**src/rtl/alu_pipe.sv**
```systemverilog
// alu_pipe -- handshaked, parametrised ALU with a registered result/flag stage.
//
// Eight operations: ADD, SUB, AND, OR, XOR, SHL, SHR (logical) and MUL.
// All single-cycle ops produce their result one edge after acceptance.
// MUL is an iterative shift-add over WIDTH cycles and blocks new operands
// while it runs.
//
// Build option: define ALU_SAT_EN to make ADD/SUB saturate on signed overflow
// instead of wrapping. The ovf flag still reports the overflow, and carry is
// unaffected. With ALU_SAT_EN undefined, ADD/SUB wrap modulo 2^WIDTH.
//
// Ports:
//   clk        in   1      rising-edge clock
//   rst        in   1      synchronous active-high reset, aborts any MUL
//   in_valid   in   1      operand beat valid
//   in_ready   out  1      block can accept an operand beat
//   a, b       in   WIDTH  operands (shift amount is b[SHW-1:0])
//   op         in   3      opcode: 0 ADD 1 SUB 2 AND 3 OR 4 XOR 5 SHL 6 SHR 7 MUL
//   out_valid  out  1      result/flags valid, held until out_ready
//   out_ready  in   1      sink accepts the result
//   result     out  WIDTH  result
//   flags      out  4      {carry, ovf, neg, zero}

module alu_pipe #(
  parameter int WIDTH = 8
) (
  input  logic             clk,
  input  logic             rst,
  input  logic             in_valid,
  output logic             in_ready,
  input  logic [WIDTH-1:0] a,
  input  logic [WIDTH-1:0] b,
  input  logic [2:0]       op,
  output logic             out_valid,
  input  logic             out_ready,
  output logic [WIDTH-1:0] result,
  output logic [3:0]       flags
);

  localparam int SHW = (WIDTH > 2) ? $clog2(WIDTH) : 1;
  localparam int CW  = $clog2(WIDTH) + 1;
  localparam logic [CW-1:0] CNT_LAST = CW'(WIDTH - 1);

  localparam logic [2:0] OP_ADD = 3'd0;
  localparam logic [2:0] OP_SUB = 3'd1;
  localparam logic [2:0] OP_AND = 3'd2;
  localparam logic [2:0] OP_OR  = 3'd3;
  localparam logic [2:0] OP_XOR = 3'd4;
  localparam logic [2:0] OP_SHL = 3'd5;
  localparam logic [2:0] OP_SHR = 3'd6;
  localparam logic [2:0] OP_MUL = 3'd7;

  typedef enum logic {S_IDLE, S_MUL} state_t;

  state_t              state_reg, state_next;
  logic                out_valid_reg;
  logic [WIDTH-1:0]    result_reg;
  logic [3:0]          flags_reg;
  logic [2*WIDTH-1:0]  acc_reg;
  logic [2*WIDTH-1:0]  a_sh_reg;
  logic [WIDTH-1:0]    b_sh_reg;
  logic [CW-1:0]       cnt_reg;

  logic                accept;
  logic                pop;
  logic                mul_done;

  logic [WIDTH:0]      sum;
  logic [WIDTH:0]      diff;
  logic [WIDTH-1:0]    alu_res;
  logic                alu_carry;
  logic                alu_ovf;
  logic [3:0]          alu_flags;

  logic [2*WIDTH-1:0]  acc_step;
  logic [3:0]          mul_flags;

  assign accept   = in_valid && in_ready;
  assign pop      = out_valid_reg && out_ready;
  assign mul_done = (state_reg == S_MUL) && (cnt_reg == CNT_LAST);

  assign out_valid = out_valid_reg;
  assign result    = result_reg;
  assign flags     = flags_reg;

  // ---------------- FSM: state register ----------------
  always_ff @(posedge clk) begin
    if (rst) state_reg <= S_IDLE;
    else     state_reg <= state_next;
  end

  // ---------------- FSM: next-state logic ----------------
  always_comb begin
    state_next = state_reg;
    case (state_reg)
      S_IDLE:  if (accept && op == OP_MUL) state_next = S_MUL;
      S_MUL:   if (mul_done)               state_next = S_IDLE;
      default: state_next = S_IDLE;
    endcase
  end

  // ---------------- FSM: outputs ----------------
  // A new beat may enter only when the output register is empty or is being
  // drained this very cycle; that is also what guarantees a finishing MUL
  // never collides with an unpopped result.
  always_comb begin
    in_ready = !rst && (state_reg == S_IDLE) && (!out_valid_reg || out_ready);
  end

  // ---------------- single-cycle ALU ----------------
  always_comb begin
    sum       = {1'b0, a} + {1'b0, b};
    diff      = {1'b0, a} - {1'b0, b};
    alu_res   = '0;
    alu_carry = 1'b0;
    alu_ovf   = 1'b0;
    case (op)
      OP_ADD: begin
        alu_res   = sum[WIDTH-1:0];
        alu_carry = sum[WIDTH];
        alu_ovf   = (a[WIDTH-1] == b[WIDTH-1]) && (sum[WIDTH-1] != a[WIDTH-1]);
      end
      OP_SUB: begin
        alu_res   = diff[WIDTH-1:0];
        alu_carry = diff[WIDTH];  // borrow out == (a < b) unsigned
        alu_ovf   = (a[WIDTH-1] != b[WIDTH-1]) && (diff[WIDTH-1] != a[WIDTH-1]);
      end
      OP_AND:  alu_res = a & b;
      OP_OR:   alu_res = a | b;
      OP_XOR:  alu_res = a ^ b;
      OP_SHL:  alu_res = a << b[SHW-1:0];
      OP_SHR:  alu_res = a >> b[SHW-1:0];
      default: alu_res = '0;  // MUL goes through the iterative path
    endcase
`ifdef ALU_SAT_EN
    // On signed overflow the true result has the sign of a, so clamp towards it.
    if (alu_ovf) begin
      alu_res = a[WIDTH-1] ? {1'b1, {(WIDTH-1){1'b0}}} : {1'b0, {(WIDTH-1){1'b1}}};
    end
`endif
    alu_flags = {alu_carry, alu_ovf, alu_res[WIDTH-1], (alu_res == '0)};
  end

  // ---------------- shift-add multiply step ----------------
  always_comb begin
    acc_step  = b_sh_reg[0] ? (acc_reg + a_sh_reg) : acc_reg;
    mul_flags = {(|acc_step[2*WIDTH-1:WIDTH]), 1'b0, acc_step[WIDTH-1],
                 (acc_step[WIDTH-1:0] == '0)};
  end

  // ---------------- datapath / output register ----------------
  always_ff @(posedge clk) begin
    if (rst) begin
      out_valid_reg <= 1'b0;
      result_reg    <= '0;
      flags_reg     <= '0;
      acc_reg       <= '0;
      a_sh_reg      <= '0;
      b_sh_reg      <= '0;
      cnt_reg       <= '0;
    end else begin
      // Clearing first lets a same-cycle load below win, keeping out_valid high
      // across a back-to-back pop/accept.
      if (pop) out_valid_reg <= 1'b0;

      case (state_reg)
        S_IDLE: begin
          if (accept) begin
            if (op == OP_MUL) begin
              a_sh_reg <= {{WIDTH{1'b0}}, a};
              b_sh_reg <= b;
              acc_reg  <= '0;
              cnt_reg  <= '0;
            end else begin
              result_reg    <= alu_res;
              flags_reg     <= alu_flags;
              out_valid_reg <= 1'b1;
            end
          end
        end
        S_MUL: begin
          acc_reg  <= acc_step;
          a_sh_reg <= a_sh_reg << 1;
          b_sh_reg <= b_sh_reg >> 1;
          cnt_reg  <= cnt_reg + 1'b1;
          if (mul_done) begin
            result_reg    <= acc_step[WIDTH-1:0];
            flags_reg     <= mul_flags;
            out_valid_reg <= 1'b1;
          end
        end
        default: ;
      endcase
    end
  end

endmodule

```
**config.mk**
```make
export PLATFORM = sky130hd
export DESIGN_NAME = alu_pipe
export DESIGN_NICKNAME = d
export VERILOG_FILES = /design/src/rtl/alu_pipe.sv
export SDC_FILE = /design/constraint.sdc
export NUM_CORES = 1
export LEC_CHECK = 0
export CORE_UTILIZATION = 40
export DETAILED_ROUTE_END_ITERATION = 16
export DONT_BUFFER_PORTS = 1
export PLACE_DENSITY = 0.62
export SYNTH_ARGS = -nofsm -noshare
export SYNTH_HDL_FRONTEND = slang
export SYNTH_SLANG_ARGS = --single-unit
```
**constraint.sdc**
```tcl
create_clock -name clk -period 4.8 [get_ports clk]
set_input_delay 0.48 -clock clk [delete_from_list [all_inputs] [get_ports clk]]
set_output_delay 0.48 -clock clk [all_outputs]
set_load 0.05 [all_outputs]
```
==> qor.csv, run 1 <==
stage;metric;value;unit
run_status;status;finished, final reports clean;
critical_path;CP endpoint kind;flop;
synthesis;Post-Synth Adder-Cell Area;11.9;%
sta;setup_tns;0;ns
synthesis;largest family of logic cells by synthesized area;compound AO/OA/AOI/OAI gates;
synthesis;area fraction in compound gates after synthesis;26.9;%
place;HPWL Detailed;9790;µm
synthesis;XOR/XNOR share of the synthesized area;2.56;%
sta;final setup fails;0;
sta;final cycle utilization of the critical path;60.5;%
floorplan;die width;112;µm
synthesis;mux contribution to synthesized area;6.73;%
critical_path;crit start category;flop;
detailed_routing;remaining antenna violation count;0;
clock_network;CTS tree;built;
pwr;static leakage;2.13;nW
grt;vias in the first global route;4300;
worst_hold_path;HP Class;in -> reg;
grt;Tot GR Track Use;22.3;%
synthesis;cell taking the most area after synthesis;dfxtp_1;
clock_network;Clk Latency, worst-skew pair;0.33;ns
critical_path;Critical Path AT;3.11;ns
critical_path;crit-path max FO;6;
pwr;power density cells;258;nW/µm²
clock_network;Root Buffer;clkbuf_16;
clock_network;Worst-path clk slew;0.05;ns
grt;antenna violations before repair;0;
synthesis;Avg Inst Size Synth;7.76;µm²
place;Port Buffers;0;
synthesis;Async SR Flop Fraction;0;%
clock_network;hold buffer count at CTS;0;
cells_and_area;final core utilization;44.5;%
synthesis;top-area cell type share of the netlist area;23.8;%
sta;Slew Viols, Final;0;
clock_network;Post-CTS Setup Bufs;0;
clock_network;total CTS buffers;9;
synthesis;post-synthesis cell type count;64;
detailed_routing;post-DR vias/cell;6.27;
detailed_routing;wire length per cell;18.3;µm
clock_network;clock sinks;57;
floorplan;Die Y;112;µm
sta;unrepaired setup endpoints after global routing;no;
sta;min Tclk post-route;2.90;ns
critical_path;CP required;5.01;ns
synthesis;Post-Synth Simple-Gate Area;22.6;%
clock_network;CTS Buffer Depth;2;
clock_network;post-cts resize count;0;
synthesis;Post-synth EDFFs;0;
place;placed insts;725;
detailed_routing;initial DRC count;536;
grt;grt total ovfl;0;
synthesis;Main synth FF type;dfxtp_1;
synthesis;yosys warns;0;
detailed_routing;Final Routed Wirelength;13600;µm
synthesis;Mapped Area;4800;µm²
clock_network;CTS HTree Levels;3;
sta;worst slew pin tran;1.01;ns
pwr;Tot Pwr;1.33;mW
cells_and_area;Area Growth Syn to Fin;7.20;%
place;Final Wtd Congestion;0.952;
grt;first-pass GRT wire length;22100;µm
floorplan;Initial Utilization;41.5;%
critical_path;CP Class;reg -> reg;
detailed_routing;via count;4643;
sta;final hold violation count;0;
sta;Fin Clk Skew;0.00861;ns
synthesis;sequential area share after synthesis;23.8;%
pwr;Worst IR Drop VDD;0.261;mV
synthesis;synth top area cells;dfxtp_1 (24%), ha_1 (11%), a21oi_1 (7.0%), nor2_1 (4.8%), nand2_1 (4.5%);
sta;max_slew headroom;32.6;%
cells_and_area;Non-Filler Instances;741;
floorplan;die area;12400;µm²
sta;Max Freq;345;MHz
flow_run;max cap viols;0;
floorplan;# rows;39;
cells_and_area;share of cells above drive strength 1;6.69;%
detailed_routing;DRC viols;0;
detailed_routing;DR pass1 iterations;5;
synthesis;#FFs+latches synth;57;
grt;largest net degree at the start of global routing;56;
floorplan;Core Box Area;11600;µm²
floorplan;I/O pin count;37;
cells_and_area;fin nets;660;
cells_and_area;# diodes;0;
synthesis;Cells after Synth;618;
synthesis;post-synth net total;685;
critical path: stages, from the launching register on:
cell	delay, ns
dfxtp_1	0.33
ha_1	0.23
fa_1	0.41
a21o_1	0.21
a221oi_2	0.46
o211ai_1	0.20
a31oi_1	0.23
xnor2_1	0.08
mux2_2	0.27
nor4_1	0.29
o41ai_1	0.09
placed cells by master, fill, tap and decap left out, types with 5 or more instances in the layout:
cell       synthesis  routed
nor2b_1            7       7
nand3b_1           5       5
clkbuf_16          0       9
nand3_1           13      13
xor2_1             5       5
o21ai_0           15      15
a211oi_1          15      15
and3_1            16      16
o211ai_1           8       8
a22oi_1           19      19
a21o_1             7       7
nand2_1           58      58
a31oi_1            8       8
buf_4              1       5
nor3_1            17      16
nor2_1            61      61
xnor2_1            9       9
nand2b_1          10      10
mux4_2             6       6
mux2_2             6       6
dfxtp_1           57      57
a21oi_1           67      67
o21bai_1           7       7
mux2i_1           12      12
inv_1             26      26
ha_1              41      41
nand4_1            7       7
routing by layer:
| metal | track usage [%] | up-vias | share of wire, % |
|---|---|---|---|
| li1 | - | 2225 | - |
| met1 | 30.0 | 2190 | 45 |
| met2 | 34.4 | 196 | 45 |
| met3 | 5.01 | 32 | 7.7 |
| met4 | 8.92 | 0 | 2.4 |
| met5 | 0 | - | 0 |
cells in the mapped netlist (5+ instances only):
library cell,number
nand2_1,58
nand2b_1,10
xnor2_1,9
a22oi_1,19
a211oi_1,15
dfxtp_1,57
nor2_1,61
o211ai_1,8
nor2b_1,7
mux2i_1,12
inv_1,26
nand4_1,7
nand3_1,13
a21o_1,7
a21oi_1,67
nor3_1,17
o21ai_0,15
xor2_1,5
a31oi_1,8
ha_1,41
o21bai_1,7
mux2_2,6
and3_1,16
buf_1,5
nand3b_1,5
clkbuf_1,29
buf_2,6
mux4_2,6
cells by family (layout without fill, tap and decap cells):
group,Yosys count,in the layout
adders and majority gates,44,44
DFF,57,57
AOI/OAI and AO/OA,191,191
and+or+nand+nor,221,221
muxes,24,24
buffers and inverters,67,47
xor gates and xnor gates,14,14
worst paths after layout:
kind	end	slack [ns]	startpoint	cells past startpoint
setup reg to reg	flags[3]	1.90	acc_reg[0]	10
hold / removal	a_sh_reg[12]	0.22	rst	1
setup / recovery	flags[3]	1.90	acc_reg[0]	10
hold reg to reg	b_sh_reg[2]	0.46	b_sh_reg[2]	2
per-stage QoR:
stage	cell area (µm²)	worst slack (ns)	hold slack, ns
2_1_floorplan	4800	1.71	0.437
5_1_grt	5140	1.66	0.208
3_5_place_dp	4850	1.70	0.448
6_report	5140	1.90	0.219
4_1_cts	5140	1.89	0.212
3_3_place_gp	4850	1.79	0.439
where the power goes:
part / switching, mW / internal [mW] / leakage, nW
clock network: 0.223 / 0.400 / 0.139
registers: 0.0295 / 0.482 / 0.461
logic: 0.110 / 0.0800 / 1.53
total: 0.363 / 0.963 / 2.13
layout make-up:
| cell class | count | area (µm²) |
|---|---|---|
| clock buffer | 11 | 233 |
| clock inverter | 5 | 56.3 |
| fill | 1139 | 6420 |
| inverter | 26 | 97.6 |
| multi-input combinational | 494 | 3400 |
| sequential | 57 | 1140 |
| tap | 143 | 179 |
| timing repair buffer | 5 | 37.5 |
No activity file was read; power rests on OpenSTA's default activity.
==> inputs of run 2 (changes only) <==
--- a/config.mk
+++ b/config.mk
@@ -8,7 +8,7 @@
 export CORE_UTILIZATION = 40
 export DETAILED_ROUTE_END_ITERATION = 16
 export DONT_BUFFER_PORTS = 1
-export PLACE_DENSITY = 0.62
+export PLACE_DENSITY = 0.64
 export SYNTH_ARGS = -nofsm -noshare
 export SYNTH_HDL_FRONTEND = slang
 export SYNTH_SLANG_ARGS = --single-unit
==> constraint.sdc (replaced) <==
create_clock -name clk -period 2.4 [get_ports clk]
set_input_delay 0.24 -clock clk [delete_from_list [all_inputs] [get_ports clk]]
set_output_delay 0.24 -clock clk [all_outputs]
set_load 0.05 [all_outputs]
==> run 2 against run 1 <==
The run now ends with negative setup slack left. Register-to-register slack got worse by 2.0 ns. Largest cell class unchanged. Maximum frequency up 14%. Non-clock buffer count increased by 62. Core utilization increased by 5.7 points. Via count up 4.7%. Sequential power rose by 97%. Clock power up 100%. Clock skew decreased by 0.0013 ns. Critical path depth unchanged. Count of clock-buffer cells in the layout fell by 1.
==> qor.csv, run 2 (synthesis results as in run 1) <==
stage;metric;value;unit;change
detailed_routing;initial DRC count;432;;was 536
sta;final setup fails;2;;was 0
floorplan;# rows;39;;unchanged
place;Post-Place Cell Area;5370;µm²;was 4850 µm²
cells_and_area;fin nets;722;;was 660
floorplan;Core Box Area;11600;µm²;unchanged
place;HPWL Detailed;10800;µm;was 9790 µm
clock_network;Clk Latency, worst-skew pair;0.33;ns;about the same
flow_run;max cap viols;0;;unchanged
worst_hold_path;HP Class;in -> reg;;unchanged
critical_path;crit-path max FO;5;;was 6
place;placed insts;782;;was 725
grt;first-pass GRT wire length;24200;µm;was 22100 µm
detailed_routing;Final Routed Wirelength;14800;µm;was 13600 µm
grt;antenna violations before repair;0;;unchanged
pwr;power density cells;473;nW/µm²;was 258 nW/µm²
clock_network;Worst-path clk slew;0.05;ns;about the same
cells_and_area;most common cell after layout, fill and taps aside;buf_4;;was a21oi_1
sta;Max Freq;392;MHz;was 345 MHz
clock_network;Root Buffer;clkbuf_16;;unchanged
detailed_routing;DRC viols;0;;unchanged
sta;max_slew headroom;56.3;%;was 32.6%
grt;grt total ovfl;0;;unchanged
sta;unrepaired setup endpoints after global routing;yes;;was no
critical_path;CP required;2.62;ns;was 5.01 ns
cells_and_area;FILL cells;1093;;was 1139
floorplan;die width;112;µm;unchanged
cells_and_area;post-route cell area;5810;µm²;was 5140 µm²
floorplan;Initial Utilization;41.5;%;unchanged
sta;final cycle utilization of the critical path;106;%;was 60.5%
place;Final Wtd Congestion;0.934;;was 0.952
cells_and_area;Reg area;1150;µm²;was 1140 µm²
place;Port Buffers;0;;unchanged
sta;worst slew pin tran;0.651;ns;was 1.01 ns
run_status;status;finished with violations;;was finished, final reports clean
detailed_routing;remaining antenna violation count;0;;unchanged
floorplan;I/O pin count;37;;unchanged
grt;largest net degree at the start of global routing;53;;was 56
sta;final hold violation count;0;;unchanged
cells_and_area;share of cells above drive strength 1;19.7;%;was 6.69%
cells_and_area;leading cell types in the layout, fill and taps excluded;buf_4 (65), a21oi_1 (63), nor2_1 (59);;was a21oi_1 (67), nor2_1 (61), nand2_1 (58)
grt;vias in the first global route;4644;;was 4300
sta;Fin Clk Skew;0.00727;ns;was 0.00861 ns
cells_and_area;# diodes;0;;unchanged
floorplan;die area;12400;µm²;unchanged
cells_and_area;Non-Filler Instances;803;;was 741
detailed_routing;via count;4859;;was 4643
detailed_routing;post-DR vias/cell;6.05;;was 6.27
clock_network;total CTS buffers;9;;unchanged
clock_network;CTS Buffer Depth;2;;unchanged
sta;min Tclk post-route;2.55;ns;was 2.90 ns
sta;PnR worst setup slack;-0.150;ns;was 1.90 ns
critical_path;r2r setup slk;-0.15;ns;was 1.90 ns
pwr;Worst IR Drop VDD;0.384;mV;was 0.261 mV
cells_and_area;Area Growth Syn to Fin;21.0;%;was 7.20%
floorplan;Die Y;112;µm;unchanged
cells_and_area;area of the multi-input gates;3570;µm²;was 3400 µm²
clock_network;CTS HTree Levels;3;;unchanged
grt;Tot GR Track Use;24.3;%;was 22.3%
critical_path;Critical Path AT;2.77;ns;was 3.11 ns
critical_path;CP endpoint kind;flop;;unchanged
clock_network;clock sinks;57;;unchanged
detailed_routing;DR pass1 iterations;8;;was 5
detailed_routing;wire length per cell;18.5;µm;was 18.3 µm
critical_path;CP Class;reg -> reg;;unchanged
pwr;static leakage;2.47;nW;was 2.13 nW
critical_path;crit start category;flop;;unchanged
run_status;failing checks;negative setup slack;;
sta;Slew Viols, Final;0;;unchanged
clock_network;CTS tree;built;;unchanged
## run 2: path summary, 6_finish.rpt
check                                 start          end  depth (start not counted)
worst max-delay path             acc_reg[0]     flags[3]                         10
worst min-delay path                    rst     flags[3]                          1
worst max register to register   acc_reg[0]     flags[3]                         10
worst min register to register  b_sh_reg[4]  b_sh_reg[4]                          2
## run 2: where the power goes
| part | switching [mW] | internal [mW] |
|---|---|---|
| Sequential | 0.0459 | 0.965 |
| Clock | 0.446 | 0.822 |
| Combinational | 0.264 | 0.205 |
| Total | 0.756 | 1.99 |
## run 2: stage by stage
step	utilization [%]	worst slack (ns)	TNS, ns	total power, mW	hold slack [ns]
floorplan	-	0.000720	0	1.38	0.424
global placement	46.4	-0.324	-0.901	1.47	0.313
detailed placement	46.4	-0.301	-0.879	1.47	0.316
CTS	49.4	-0.208	-0.230	2.76	0.00350
global route	50.2	-0.310	-0.817	2.85	0.0193
finish	50.2	-0.150	-0.175	2.75	0.0134
## run 2: final cells by class
cell class / count / share of cell area (%)
clock inverter: 6 / 0.991
sequential: 57 / 19.8
inverter: 26 / 1.68
clock buffer: 10 / 4.12
multi-input combinational: 494 / 61.4
timing repair buffer: 67 / 8.94
tap: 143 / 3.08
## run 2: timing repair
| action | 4_1_cts | 5_1_grt |
|---|---|---|
| pin swaps | 1 | 6 |
| hold buffers | 1 | 0 |
| endpoints found under the hold margin | 52 | 0 |
| gates cloned | 0 | 0 |
| setup buffers | 1 | 3 |
| endpoints found under the setup margin | 2 | 8 |
| gates resized for setup | 3 | 18 |
## run 2: critical path, stage by stage (launching register included)
cell and delay, ns:
dfxtp_2 0.33, ha_4 0.16, fa_2 0.33, a21o_1 0.22, a221oi_4 0.32, o211ai_1 0.14, a31oi_1 0.22, xnor2_1 0.10
mux2_4 0.29, nor4_4 0.25, o41ai_1 0.09
## run 2: metal layers
| layer | vias up | global-route usage [%] | wire (µm) |
|---|---|---|---|
| met5 | - | 0 | 0 |
| met3 | 21 | 5.50 | 1010 |
| met1 | 2287 | 31.7 | 6660 |
| met2 | 199 | 39.8 | 6880 |
| met4 | 0 | 7.75 | 281 |
| li1 | 2352 | - | - |
